$ cat src/rtl/modrm_pkg.sv
//------------------------------------------------------------------------------
// Module      : modrm_pkg
// Description : Shared types and ModR/M field constants for the operand decoder.
// Revision    : 1.0 - initial release
//------------------------------------------------------------------------------
`default_nettype none

package modrm_pkg;

  typedef enum logic [2:0] {
    ST_IDLE  = 3'd0,
    ST_MODRM = 3'd1,
    ST_SIB   = 3'd2,
    ST_DISP  = 3'd3,
    ST_CALC  = 3'd4,
    ST_DONE  = 3'd5
  } state_t;

  localparam logic [1:0] ES = 2'd0;
  localparam logic [1:0] CS = 2'd1;
  localparam logic [1:0] SS = 2'd2;
  localparam logic [1:0] DS = 2'd3;

  localparam logic [1:0] MOD_REG     = 2'b11;
  localparam logic [2:0] RM_SIB      = 3'b100;
  localparam logic [2:0] RM_DISP32   = 3'b101;
  localparam logic [2:0] RM16_DIRECT = 3'b110;

  // Register-file numbering shared by the 16- and 32-bit views.
  localparam logic [2:0] REG_BX = 3'd3;
  localparam logic [2:0] REG_SP = 3'd4;
  localparam logic [2:0] REG_BP = 3'd5;
  localparam logic [2:0] REG_SI = 3'd6;
  localparam logic [2:0] REG_DI = 3'd7;

  function automatic logic uses_ss(input logic mode32, input logic [2:0] base);
    return mode32 ? ((base == REG_SP) || (base == REG_BP)) : (base == REG_BP);
  endfunction

endpackage

`default_nettype wire

$ cat src/rtl/modrm_ea_calc.sv
//------------------------------------------------------------------------------
// Module      : modrm_ea_calc
// Description : Combinational ModR/M/SIB field decode and effective-address adder.
// Revision    : 1.0 - initial release
//------------------------------------------------------------------------------
`default_nettype none

module modrm_ea_calc
  import modrm_pkg::*;
#(
  parameter int ADDR_WIDTH = 16
) (
  input  logic                  mode32,
  input  logic [7:0]            modrm,
  input  logic [7:0]            sib,
  input  logic [31:0]           disp,
  input  logic [ADDR_WIDTH-1:0] base_val,
  input  logic [ADDR_WIDTH-1:0] index_val,
  output logic                  need_sib,
  output logic [2:0]            disp_bytes,
  output logic [2:0]            base_sel,
  output logic [2:0]            index_sel,
  output logic [1:0]            default_seg,
  output logic [ADDR_WIDTH-1:0] ea
);

  logic [1:0]  w_mod;
  logic [2:0]  w_rm;
  logic        w_is_reg;
  logic        w_mode32;
  logic        w_has_base;
  logic [2:0]  w_base16;
  logic [2:0]  w_index16;
  logic        w_has_base16;
  logic        w_has_index16;
  logic [2:0]  w_disp16_len;
  logic [15:0] w_disp16;
  logic [15:0] w_ea16;

  assign w_mod    = modrm[7:6];
  assign w_rm     = modrm[2:0];
  assign w_is_reg = (w_mod == MOD_REG);

  always_comb begin
    w_base16      = REG_BX;
    w_index16     = REG_SI;
    w_has_base16  = 1'b1;
    w_has_index16 = 1'b0;
    case (w_rm)
      3'b000: begin w_base16 = REG_BX; w_index16 = REG_SI; w_has_index16 = 1'b1; end
      3'b001: begin w_base16 = REG_BX; w_index16 = REG_DI; w_has_index16 = 1'b1; end
      3'b010: begin w_base16 = REG_BP; w_index16 = REG_SI; w_has_index16 = 1'b1; end
      3'b011: begin w_base16 = REG_BP; w_index16 = REG_DI; w_has_index16 = 1'b1; end
      3'b100: w_base16 = REG_SI;
      3'b101: w_base16 = REG_DI;
      3'b110: begin w_base16 = REG_BP; w_has_base16 = (w_mod != 2'b00); end
      default: w_base16 = REG_BX;
    endcase
    if (w_is_reg) begin
      w_has_base16  = 1'b0;
      w_has_index16 = 1'b0;
    end
    case (w_mod)
      2'b00:   w_disp16_len = (w_rm == RM16_DIRECT) ? 3'd2 : 3'd0;
      2'b01:   w_disp16_len = 3'd1;
      2'b10:   w_disp16_len = 3'd2;
      default: w_disp16_len = 3'd0;
    endcase
  end

  assign w_disp16 = (w_disp16_len == 3'd1) ? {{8{disp[7]}}, disp[7:0]} : disp[15:0];
  assign w_ea16   = (w_has_base16  ? base_val[15:0]  : 16'd0)
                  + (w_has_index16 ? index_val[15:0] : 16'd0)
                  + w_disp16;

  generate
    if (ADDR_WIDTH == 32) begin : g_addr32
      logic        w_sib32;
      logic [2:0]  w_base32;
      logic        w_has_base32;
      logic        w_has_index32;
      logic [1:0]  w_ss;
      logic [2:0]  w_disp32_len;
      logic [31:0] w_disp32;
      logic [31:0] w_ea32;

      // A base field of 101 with mod 00 means "no base, disp32" both in
      // the rm field and in the SIB base field.
      always_comb begin
        w_sib32       = !w_is_reg && (w_rm == RM_SIB);
        w_base32      = w_sib32 ? sib[2:0] : w_rm;
        w_has_base32  = !w_is_reg && !((w_mod == 2'b00) && (w_base32 == RM_DISP32));
        w_has_index32 = w_sib32 && (sib[5:3] != RM_SIB);
        w_ss          = w_sib32 ? sib[7:6] : 2'b00;
        case (w_mod)
          2'b00:   w_disp32_len = (w_base32 == RM_DISP32) ? 3'd4 : 3'd0;
          2'b01:   w_disp32_len = 3'd1;
          2'b10:   w_disp32_len = 3'd4;
          default: w_disp32_len = 3'd0;
        endcase
      end

      assign w_disp32 = (w_disp32_len == 3'd1) ? {{24{disp[7]}}, disp[7:0]} : disp;
      assign w_ea32   = (w_has_base32  ? base_val            : 32'd0)
                      + (w_has_index32 ? (index_val << w_ss) : 32'd0)
                      + w_disp32;

      assign w_mode32   = mode32;
      assign need_sib   = mode32 & w_sib32;
      assign disp_bytes = mode32 ? w_disp32_len  : w_disp16_len;
      assign base_sel   = mode32 ? w_base32      : w_base16;
      assign index_sel  = mode32 ? sib[5:3]      : w_index16;
      assign w_has_base = mode32 ? w_has_base32  : w_has_base16;
      assign ea         = mode32 ? w_ea32 : {{(ADDR_WIDTH-16){1'b0}}, w_ea16};
    end else begin : g_addr16
      logic w_unused;
      assign w_unused   = ^{mode32, sib, disp[31:16]};
      assign w_mode32   = 1'b0;
      assign need_sib   = 1'b0;
      assign disp_bytes = w_disp16_len;
      assign base_sel   = w_base16;
      assign index_sel  = w_index16;
      assign w_has_base = w_has_base16;
      assign ea         = w_ea16;
    end
  endgenerate

  assign default_seg = (w_has_base && uses_ss(w_mode32, base_sel)) ? SS : DS;

endmodule

`default_nettype wire

$ cat src/rtl/modrm_decoder.sv
//------------------------------------------------------------------------------
// Module      : modrm_decoder
// Description : ModR/M + SIB + displacement fetch FSM producing operand address.
// Revision    : 1.0 - initial release
//------------------------------------------------------------------------------
`default_nettype none

module modrm_decoder
  import modrm_pkg::*;
#(
  parameter int ADDR_WIDTH = 16
) (
  input  logic                  clk,
  input  logic                  reset,
  input  logic                  start,
  input  logic                  flush,
  input  logic                  addr32,
  output logic                  busy,
  output logic                  complete,
  output logic [ADDR_WIDTH-1:0] effective_address,
  output logic [2:0]            regnum,
  output logic                  rm_is_reg,
  output logic [2:0]            rm_regnum,
  output logic [1:0]            default_seg,
  output logic [2:0]            bytes_consumed,
  output logic [2:0]            base_sel,
  output logic [2:0]            index_sel,
  input  logic [ADDR_WIDTH-1:0] base_val,
  input  logic [ADDR_WIDTH-1:0] index_val,
  output logic                  fifo_rd_en,
  input  logic [7:0]            fifo_rd_data,
  input  logic                  fifo_empty
);

  state_t      r_state;
  logic        r_mode32;
  logic [7:0]  r_modrm;
  logic [7:0]  r_sib;
  logic [31:0] r_disp;
  logic [2:0]  r_disp_idx;
  logic [2:0]  r_count;

  logic [7:0]            w_modrm;
  logic [7:0]            w_sib;
  logic                  w_need_sib;
  logic [2:0]            w_disp_bytes;
  logic [2:0]            w_base_sel;
  logic [2:0]            w_index_sel;
  logic [1:0]            w_default_seg;
  logic [ADDR_WIDTH-1:0] w_ea;
  logic                  w_in_fetch;
  logic                  w_pop;
  logic                  w_last;

  // Decode looks at the byte being popped so the next state is known at once.
  assign w_modrm = (r_state == ST_MODRM) ? fifo_rd_data : r_modrm;
  assign w_sib   = (r_state == ST_SIB)   ? fifo_rd_data : r_sib;

  modrm_ea_calc #(
    .ADDR_WIDTH (ADDR_WIDTH)
  ) u_ea_calc (
    .mode32      (r_mode32),
    .modrm       (w_modrm),
    .sib         (w_sib),
    .disp        (r_disp),
    .base_val    (base_val),
    .index_val   (index_val),
    .need_sib    (w_need_sib),
    .disp_bytes  (w_disp_bytes),
    .base_sel    (w_base_sel),
    .index_sel   (w_index_sel),
    .default_seg (w_default_seg),
    .ea          (w_ea)
  );

  assign w_in_fetch = (r_state == ST_MODRM) || (r_state == ST_SIB) || (r_state == ST_DISP);
  assign w_pop      = w_in_fetch & ~fifo_empty & ~flush & ~reset;
  assign w_last     = w_pop & (((r_state == ST_MODRM) && !w_need_sib && (w_disp_bytes == 3'd0))
                            || ((r_state == ST_SIB)  && (w_disp_bytes == 3'd0))
                            || ((r_state == ST_DISP) && ((r_disp_idx + 3'd1) == w_disp_bytes)));

  assign fifo_rd_en = w_pop;
  assign busy       = (r_state != ST_IDLE);
  assign complete   = (r_state == ST_DONE) & ~reset & ~flush;

  always_ff @(posedge clk) begin
    if (reset) begin
      r_state           <= ST_IDLE;
      r_mode32          <= 1'b0;
      r_modrm           <= 8'd0;
      r_sib             <= 8'd0;
      r_disp            <= 32'd0;
      r_disp_idx        <= 3'd0;
      r_count           <= 3'd0;
      effective_address <= '0;
      regnum            <= 3'd0;
      rm_is_reg         <= 1'b0;
      rm_regnum         <= 3'd0;
      default_seg       <= DS;
      bytes_consumed    <= 3'd0;
      base_sel          <= 3'd0;
      index_sel         <= 3'd0;
    end else if (flush) begin
      r_state <= ST_IDLE;
    end else begin
      if (w_last) begin
        base_sel  <= w_base_sel;
        index_sel <= w_index_sel;
      end
      case (r_state)
        ST_IDLE: begin
          if (start) begin
            r_mode32   <= addr32 & (ADDR_WIDTH == 32);
            r_sib      <= 8'd0;
            r_disp     <= 32'd0;
            r_disp_idx <= 3'd0;
            r_count    <= 3'd0;
            r_state    <= ST_MODRM;
          end
        end
        ST_MODRM: begin
          if (w_pop) begin
            r_modrm <= fifo_rd_data;
            r_count <= 3'd1;
            if (w_need_sib)                r_state <= ST_SIB;
            else if (w_disp_bytes != 3'd0) r_state <= ST_DISP;
            else                           r_state <= ST_CALC;
          end
        end
        ST_SIB: begin
          if (w_pop) begin
            r_sib   <= fifo_rd_data;
            r_count <= r_count + 3'd1;
            r_state <= (w_disp_bytes != 3'd0) ? ST_DISP : ST_CALC;
          end
        end
        ST_DISP: begin
          if (w_pop) begin
            r_disp[{r_disp_idx[1:0], 3'b000} +: 8] <= fifo_rd_data;
            r_disp_idx <= r_disp_idx + 3'd1;
            r_count    <= r_count + 3'd1;
            if (w_last) r_state <= ST_CALC;
          end
        end
        ST_CALC: begin
          // A register operand has no memory address; the decode already
          // yields no base/index/disp, the explicit override keeps it obvious.
          rm_is_reg         <= (r_modrm[7:6] == MOD_REG);
          effective_address <= (r_modrm[7:6] == MOD_REG) ? '0 : w_ea;
          default_seg       <= (r_modrm[7:6] == MOD_REG) ? DS : w_default_seg;
          regnum            <= r_modrm[5:3];
          rm_regnum         <= r_modrm[2:0];
          bytes_consumed    <= r_count;
          r_state           <= ST_DONE;
        end
        ST_DONE: r_state <= ST_IDLE;
        default: r_state <= ST_IDLE;
      endcase
    end
  end

endmodule

`default_nettype wire

$ cat config.mk
export PLATFORM = sky130hd
export DESIGN_NAME = modrm_decoder
export DESIGN_NICKNAME = d
export VERILOG_FILES = /design/src/rtl/modrm_pkg.sv /design/src/rtl/modrm_ea_calc.sv /design/src/rtl/modrm_decoder.sv
export SDC_FILE = /design/constraint.sdc
export NUM_CORES = 1
export LEC_CHECK = 0
export BUFFER_PORTS_ARGS = -buffer_cell sky130_fd_sc_hd__buf_2
export CORE_MARGIN = 3
export CORE_UTILIZATION = 46
export CTS_BUF_LIST = sky130_fd_sc_hd__clkbuf_16
export CTS_CLUSTER_DIAMETER = 50
export DETAILED_ROUTE_END_ITERATION = 7
export PLACE_DENSITY_LB_ADDON = 0.2
export SLEW_MARGIN = 20
export SYNTH_ARGS = -nofsm -noshare
export SYNTH_HDL_FRONTEND = slang
export SYNTH_SLANG_ARGS = --single-unit
$ cat constraint.sdc
create_clock -name clk -period 3.49 [get_ports clk]
set_input_delay 0 -clock clk [delete_from_list [all_inputs] [get_ports clk]]
set_output_delay 0 -clock clk [all_outputs]
set_load 0.05 [all_outputs]
==> metrics, run 1 <==
vias in the first global route 3798; WS Path Type reg -> reg; initial antenna violation count 0; clock-pin slew on the worst setup and hold paths 0.06 ns; crit share post-route 1.01; Post-layout nets 711; Sum Neg Setup Slack -0.0536 ns; syn_nets 601; leakage 2.41 nW; Worst Skew 0.00863 ns; WL/cell 15.2 µm; arrival time worst endpoint 3.74 ns; Synth Register Bits 65; DRC viols 0; register area share after synthesis 0.309; PortBufs 80; worst path required time 3.71 ns; cell area after synthesis 0.00422 mm²; Max Freq 0.284 GHz; unique cell type count in the Yosys netlist 58; minimum clock period after layout 3.52 ns; layout cells sized above 1 0.301; final setup fails 3; first-pass GRT wire length 17900 µm; TritonCTS Buffers 9; EDFF count, synth 0; Post-DP HPWL 8400 µm; Avg Synthesized Cell Area 8.11 µm²; CP endpoint kind flip-flop; Slew @ Worst Pin 0.615 ns; routed wire length 11300 µm; status finished with violations; TritonCTS clock tree built; All-Layer GR Usage 0.222; worst r2r src r_state[2]; GP Congestion 0.931; Hold Slack 0.0179 ns; final hold vios 0; setup ws final -0.0310 ns; Initial Util 0.479; ANT cells 0; CP Max Fanout 5; fill cell count 779; Starting DRT DRC Count 180; async set-reset flop share out of synthesis 0; R2R cell count 13; Die Y 102 µm; largest net degree at the start of global routing 33; Mapped Cells 520; H-tree Lvls 3; Top FF cell, synth dfxtp_1; GRT overflow 0; DR vias/cell 5.38; Routed Antenna Nets 0; area grow syn2layout 31.2%; DR vias 3995; RSZ-0062 raised after global routing yes; maximum clock path buffer count 2; clk_lat worst skew 0.33 ns; core area 0.00881 mm²; Site Rows 34; FF-to-FF setup slack -0.03 ns; Peak VDD IR 268 µV; startpoint types flip-flop; failing checks negative setup slack; hold path depth 3; CTS Root Cell clkbuf_16; DIE WIDTH 102 µm; Hold Crit Endpoint r_disp[9]; RR Endpoint effective_address[15]; max-slew violation count 0; DRT Pass-1 Iters 6; power density cells 395 mW/mm²; die area 0.0104 mm²; YS warnings 0; Num Clock Sinks 65; Worst Hold Launch fifo_rd_data[1]; I/O pins 83; type of the tightest min-delay check in -> reg; largest registers effective_address: 16 flops, r_disp: 16 flops, r_modrm: 8 flops; normalized max-slew margin 0.587; max-cap violations 0
placed cells by master, fill, tap and decap left out, drive strengths merged, types with 10 or more instances in the layout:
master,Yosys,routed
nand2,79,79
nand3,23,23
ha,19,19
o21ai,15,15
nor2,40,40
buf,6,124
inv,22,24
and2,19,19
a21oi,54,54
dfxtp,65,65
mux2i,15,15
xnor2,10,10
fa,16,16
critical path, stage by stage, from the launching register on:
cell	delay, ns
dfxtp_2	0.32
or3b_4	0.42
mux2_2	0.33
and2_1	0.19
fa_1	0.46
ha_2	0.21
fa_2	0.34
a21o_1	0.19
a21oi_2	0.18
o21ai_2	0.11
a31oi_4	0.23
o31ai_4	0.10
xnor2_1	0.13
a22o_1	0.19
cell type report:
| class | count | area [µm²] | share of cell area |
|---|---|---|---|
| clock inverter | 7 | 76.3 | 0.0138 |
| multi-input combinational | 403 | 2910 | 0.527 |
| timing repair buffer | 129 | 796 | 0.144 |
| tap | 108 | 135 | 0.0244 |
| clock buffer | 9 | 225 | 0.0407 |
| sequential | 65 | 1300 | 0.236 |
| inverter | 22 | 82.6 | 0.0149 |
where the power goes:
group | switching, mW | internal, mW | leakage (nW)
logic | 0.283 | 0.244 | 1.74
clock network | 0.347 | 0.557 | 0.142
registers | 0.00468 | 0.748 | 0.525
total | 0.635 | 1.55 | 2.41
synth_stat cells, types with 2 or more instances:
| cell | number | area [µm²] |
|---|---|---|
| a211o_1 | 2 | 17.5 |
| a211oi_1 | 2 | 15.0 |
| a21boi_0 | 2 | 15.0 |
| a21o_1 | 9 | 67.6 |
| a21oi_1 | 54 | 270 |
| a22o_1 | 5 | 43.8 |
| a22oi_1 | 7 | 52.6 |
| a2bb2oi_1 | 2 | 17.5 |
| a31oi_1 | 7 | 43.8 |
| and2_1 | 19 | 119 |
| and3_1 | 2 | 12.5 |
| buf_2 | 3 | 15.0 |
| buf_4 | 2 | 15.0 |
| clkbuf_1 | 24 | 90.1 |
| dfxtp_1 | 65 | 1300 |
| fa_1 | 16 | 320 |
| ha_1 | 19 | 238 |
| inv_1 | 22 | 82.6 |
| mux2_2 | 5 | 56.3 |
| mux2i_1 | 14 | 140 |
| nand2_1 | 79 | 297 |
| nand2b_1 | 3 | 18.8 |
| nand3_1 | 23 | 115 |
| nand3b_1 | 4 | 30.0 |
| nand4_1 | 2 | 12.5 |
| nor2_1 | 39 | 146 |
| nor2b_1 | 7 | 43.8 |
| nor3_1 | 6 | 30.0 |
| nor3b_1 | 5 | 37.5 |
| nor4_1 | 2 | 12.5 |
| nor4b_1 | 2 | 17.5 |
| o21a_1 | 2 | 15.0 |
| o21ai_0 | 14 | 70.1 |
| o21bai_1 | 4 | 30.0 |
| o22ai_1 | 2 | 12.5 |
| or2_2 | 3 | 18.8 |
| or3_1 | 7 | 43.8 |
| xnor2_1 | 10 | 87.6 |
| xor2_1 | 6 | 52.6 |
per-layer routing:
metal  vias to the layer above  part of all wire  GRT usage
met1                      1846              0.45      0.302
li1                       2011                 -          -
met5                         -                 0          0
met3                        22             0.061     0.0351
met4                         0             0.023     0.0910
met2                       116              0.46      0.352
per-stage QoR:
stage	setup WS [ns]	power [mW]	cells	cell area, µm²	util
after detailed placement	-0.116	1.23	714	4990	0.567
after CTS	-0.000547	2.17	740	5420	0.616
final	-0.0310	2.18	743	5530	0.628
after global routing	-0.171	2.28	743	5530	0.628
after global placement	-0.0178	1.23	714	4990	0.567
after floorplan	-0.0461	1.10	520	4330	-
worst max-delay path by stage:
stage,startpoint,end,slack [ns],cells after the start
floorplan,r_state[2],effective_address[14],-0.05,15
finish,r_state[2],effective_address[15],-0.03,13
global route,r_state[2],effective_address[15],-0.17,13
global placement,r_state[2],effective_address[15],-0.02,12
detailed placement,r_state[2],effective_address[14],-0.12,15
CTS,r_state[2],effective_address[15],-0.0005,13
logic make-up (layout without fill, tap and decap cells):
group                      count (synthesis)  count (layout)  synth area share
AOI/OAI and AO/OA                        122             122             0.182
adders and majority gates                 35              35             0.132
muxes                                     20              20            0.0519
buffers and inverters                     52             167            0.0490
DFF                                       65              65             0.309
xor gates and xnor gates                  17              17            0.0386
and+or+nand+nor                          208             208             0.236
other                                      1               1          0.000889
repair_timing:
action | in CTS | in global routing
buffers inserted | 5 | 3
endpoints found under the setup margin | 7 | 9
pin swaps | 6 | 11
hold endpoints to repair | 8 | 0
hold buffers | 5 | 0
resized for setup | 11 | 17
Power figures use the tool's default switching activity.
==> inputs of run 2 (changes only) <==
--- a/config.mk
+++ b/config.mk
@@ -6,6 +6,7 @@
 export NUM_CORES = 1
 export LEC_CHECK = 0
 export BUFFER_PORTS_ARGS = -buffer_cell sky130_fd_sc_hd__buf_2
+export CORE_ASPECT_RATIO = 0.7
 export CORE_MARGIN = 3
 export CORE_UTILIZATION = 46
 export CTS_BUF_LIST = sky130_fd_sc_hd__clkbuf_16
==> run 2 against run 1 <==
  * The run still ends with negative setup slack left
  * Cell count rose by 2.2%
  * Global-route usage rose by 1.2 points
  * Critical path type unchanged
  * Non-clock buffer count rose by 4
  * Register-to-register slack got worse by 0.05 ns
  * Clock skew fell by 0.0012 ns
  * Critical endpoint is now effective_address[11]
==> metrics, run 2 (synthesis results as in run 1) <==
Post-Layout Cell Count 759; CTS Root Cell clkbuf_16; Worst path max stage delay 0.42 ns; startpoint types flip-flop; maximum clock path buffer count 2; final setup fails 4; Crit path buffers/inverters 1; Post-Place Cells 735; status finished with violations; commonest non-fill, non-tap cells in the layout buf_2, nand2_1, dfxtp_1, a21oi_1, buf_4; Initial Util 0.485; DR vias 4051; H-tree Lvls 3; PortBufs 80; clock-pin slew on the worst setup and hold paths 0.06 ns; I/O pins 83; WS Path Type reg -> reg; Slew @ Worst Pin 0.580 ns; CP Max Fanout 5; Sum Neg Setup Slack -0.224 ns; Peak VDD IR 216 µV; setup ws final -0.0808 ns; first-pass GRT wire length 19400 µm; area grow syn2layout 32.0%; hold path depth 3; layout cells sized above 1 0.296; Post-layout nets 715; TritonCTS Buffers 9; DIE WIDTH 120 µm; GP Congestion 0.945; Post-DP HPWL 8850 µm; slowest CP cell or3b_4; Hold Slack 0.0264 ns; final total power 2.28 mW; largest registers effective_address: 16 flops, r_disp: 16 flops, r_modrm: 8 flops; top cell family by delay on the critical path compound AO/OA/AOI/OAI gates; ANT cells 0; Routed Antenna Nets 0; leakage 2.44 nW; Num Clock Sinks 65; R2R cell count 15; routed wire length 11700 µm; Site Rows 28; Worst Skew 0.00741 ns; commonest non-fill, non-tap cell in the layout buf_2; Register Area 0.00131 mm²; fill cell count 776; WP depth 15; DR vias/cell 5.34; Multi-input gate area 0.00288 mm²; normalized max-slew margin 0.611; Max Freq 0.280 GHz; worst path required time 3.70 ns; type of the tightest min-delay check in -> reg; initial antenna violation count 0; Die Y 86.1 µm; TritonCTS clock tree built; All-Layer GR Usage 0.233; DRC viols 0; die area 0.0104 mm²; clk_lat worst skew 0.33 ns; crit share post-route 1.02; max-cap violations 0; power density cells 409 mW/mm²; final hold vios 0; failing checks negative setup slack; WL/cell 15.4 µm; vias in the first global route 3953; minimum clock period after layout 3.57 ns; core area 0.00869 mm²; Starting DRT DRC Count 277; largest net degree at the start of global routing 39; CP endpoint kind flip-flop; max-slew violation count 0; RSZ-0062 raised after global routing yes; GRT overflow 0; arrival time worst endpoint 3.78 ns; DRT Pass-1 Iters 5; critical-path cell list or3b_4 -> a221o_1 -> nand2_2 -> and2_4 -> fa_1 -> ha_2 -> fa_2 -> a21o_1 -> a21oi_4 -> o21ai_4 -> a31oi_4 -> buf_4 -> xnor2_2 -> a22oi_1 -> nor2_1
run 2: final cells by class:
| class | instances | share of cell area |
|---|---|---|
| clock buffer | 9 | 0.0405 |
| inverter | 22 | 0.0148 |
| multi-input combinational | 403 | 0.517 |
| tap | 120 | 0.0270 |
| sequential | 65 | 0.234 |
| clock inverter | 7 | 0.0182 |
| timing repair buffer | 133 | 0.148 |
run 2: repair_timing:
item	4_1_cts	5_1_grt
buffers inserted	2	1
endpoints found under the hold margin	10	0
pin swaps	6	12
resized for setup	13	9
setup endpoints to repair	6	9
hold buffers	5	0
run 2: through the flow:
step / utilization / instance area [µm²] / setup slack, ns
after floorplan: - / 4330 / -0.0461
after global placement: 0.584 / 5080 / -0.0469
after detailed placement: 0.584 / 5080 / -0.131
after CTS: 0.635 / 5520 / -0.0455
after global routing: 0.641 / 5570 / -0.184
final: 0.641 / 5570 / -0.0808
run 2: report_power, final:
part	total, mW	internal [mW]	switching, mW
Clock	0.989	0.631	0.358
Sequential	0.753	0.748	0.00449
Combinational	0.534	0.247	0.287
Total	2.28	1.63	0.650
run 2: path summary, 6_finish.rpt:
path | from | end | slack [ns]
worst min-delay path | fifo_rd_data[7] | r_disp[15] | 0.03
worst max-delay path | r_state[2] | effective_address[11] | -0.08
worst max register to register | r_state[2] | effective_address[11] | -0.08
worst min register to register | effective_address[3] | effective_address[3] | 0.45
run 2: tightest hold or removal path, stage by stage:
cell	delay, ns
buf_2	0.16
nand3_1	0.09
a21oi_1	0.06
run 2: layer usage:
metal  routed length, µm  share of wire  track usage
met5                   0              0            0
met4                 145          0.012       0.0617
met3                 739          0.063       0.0534
met2                5020           0.43        0.356
met1                5780           0.49        0.334
==> inputs of run 3 (changes only) <==
==> constraint.sdc (replaced) <==
create_clock -name clk -period 4.35 [get_ports clk]
set_input_delay 0 -clock clk [delete_from_list [all_inputs] [get_ports clk]]
set_output_delay 0 -clock clk [all_outputs]
set_load 0.05 [all_outputs]
==> run 3 against run 2 <==
  * The run now ends clean
  * Worst hold slack lost 0.013 ns
  * Critical path depth is 1 lower
  * Critical path type unchanged
  * Flip-flop and latch count stayed put
  * Largest power group unchanged
  * Clock skew is 0.0039 ns lower
  * Register-to-register slack improved by 0.23 ns
==> metrics, run 3 (synthesis results as in run 1) <==
Die Y 86.1 µm; max-slew violation count 0; CP Max Fanout 6; minimum clock period after layout 4.20 ns; TritonCTS Buffers 9; arrival time worst endpoint 4.42 ns; DR vias/cell 5.44; crit share post-route 0.965; Sum Neg Setup Slack 0 ns; Register Area 0.00130 mm²; final total power 1.69 mW; placed inst area 0.00470 mm²; Multi-input gate area 0.00272 mm²; normalized max-slew margin 0.348; GRT overflow 0; CP endpoint kind flip-flop; first-pass GRT wire length 18600 µm; DIE WIDTH 120 µm; H-tree Lvls 3; Initial Util 0.485; TritonCTS clock tree built; status finished, final reports clean; Slew @ Worst Pin 0.970 ns; Starting DRT DRC Count 272; GP Congestion 0.871; Hold Slack 0.0138 ns; I/O pins 83; post-layout util 0.586; final instance area 0.00509 mm²; Peak VDD IR 212 µV; CTS Root Cell clkbuf_16; area grow syn2layout 20.7%; maximum clock path buffer count 2; Post-DP HPWL 8310 µm; Num Clock Sinks 65; clk_lat worst skew 0.33 ns; worst path required time 4.58 ns; leakage 2.21 nW; commonest non-fill, non-tap cells in the layout buf_2, nand2_1, dfxtp_1, a21oi_1, nor2_1; final setup fails 0; All-Layer GR Usage 0.224; DRT Pass-1 Iters 7; setup ws final 0.154 ns; Site Rows 28; Post-Layout Cell Count 720; DR vias 3916; Routed Antenna Nets 0; layout cells sized above 1 0.202; fill cell count 824; PortBufs 80; clock-pin slew on the worst setup and hold paths 0.06 ns; WS Path Type reg -> reg; initial antenna violation count 0; largest net degree at the start of global routing 40; commonest non-fill, non-tap cell in the layout buf_2; die area 0.0104 mm²; Worst Skew 0.00347 ns; final hold vios 0; type of the tightest min-delay check in -> reg; vias in the first global route 3767; startpoint types flip-flop; power density cells 332 mW/mm²; WL/cell 15.5 µm; max-cap violations 0; Post-layout nets 676; Max Freq 0.238 GHz; Post-Place Cells 698; ANT cells 0; core area 0.00869 mm²; largest registers effective_address: 16 flops, r_disp: 16 flops, r_modrm: 8 flops; routed wire length 11200 µm; Place WS 0.219 ns; DRC viols 0
[run 3: worst paths after layout]
check	start	end	slack [ns]	cells past startpoint
hold / removal	fifo_rd_data[6]	r_disp[6]	0.01	3
hold reg to reg	effective_address[3]	effective_address[3]	0.45	2
setup reg to reg	r_state[1]	effective_address[13]	0.15	14
setup / recovery	r_state[1]	effective_address[13]	0.15	14
[run 3: cell type report]
type | count | area share
inverters | 22 | 0.0162
repair buffers | 94 | 0.102
well taps | 120 | 0.0295
multi-input cells | 403 | 0.535
clock inverters | 7 | 0.0165
clock buffers | 9 | 0.0443
flip-flops and latches | 65 | 0.256
[run 3: report_power, final]
group	total [mW]	switching [mW]	internal [mW]
sequential	0.604	0.00380	0.600
clock	0.755	0.299	0.456
combinational	0.330	0.196	0.134
[run 3: worst max-delay path, stage by stage, from the launching register on]
cell     delay (ns)
dfxtp_1        0.30
or3b_1         0.53
a221o_1        0.31
nand2_1        0.15
and2_1         0.16
fa_1           0.41
ha_1           0.24
fa_1           0.40
a21o_1         0.19
a21oi_1        0.28
o21ai_0        0.25
a31oi_2        0.37
o21ai_0        0.15
xnor2_1        0.14
a22o_1         0.19
[run 3: repair_timing]
item                                   in CTS  in global routing
setup buffers                               0                  0
setup endpoints to repair                   0                  3
hold buffers                                6                  0
gates resized for setup                     0                  2
endpoints found under the hold margin      10                  0
[run 3: metal layers]
metal / global-route usage / up-vias / part of all wire
li1: - / 1944 / -
met1: 0.329 / 1845 / 0.51
met2: 0.329 / 118 / 0.42
met3: 0.0534 / 9 / 0.061
met4: 0.0638 / 0 / 0.010
met5: 0 / - / 0
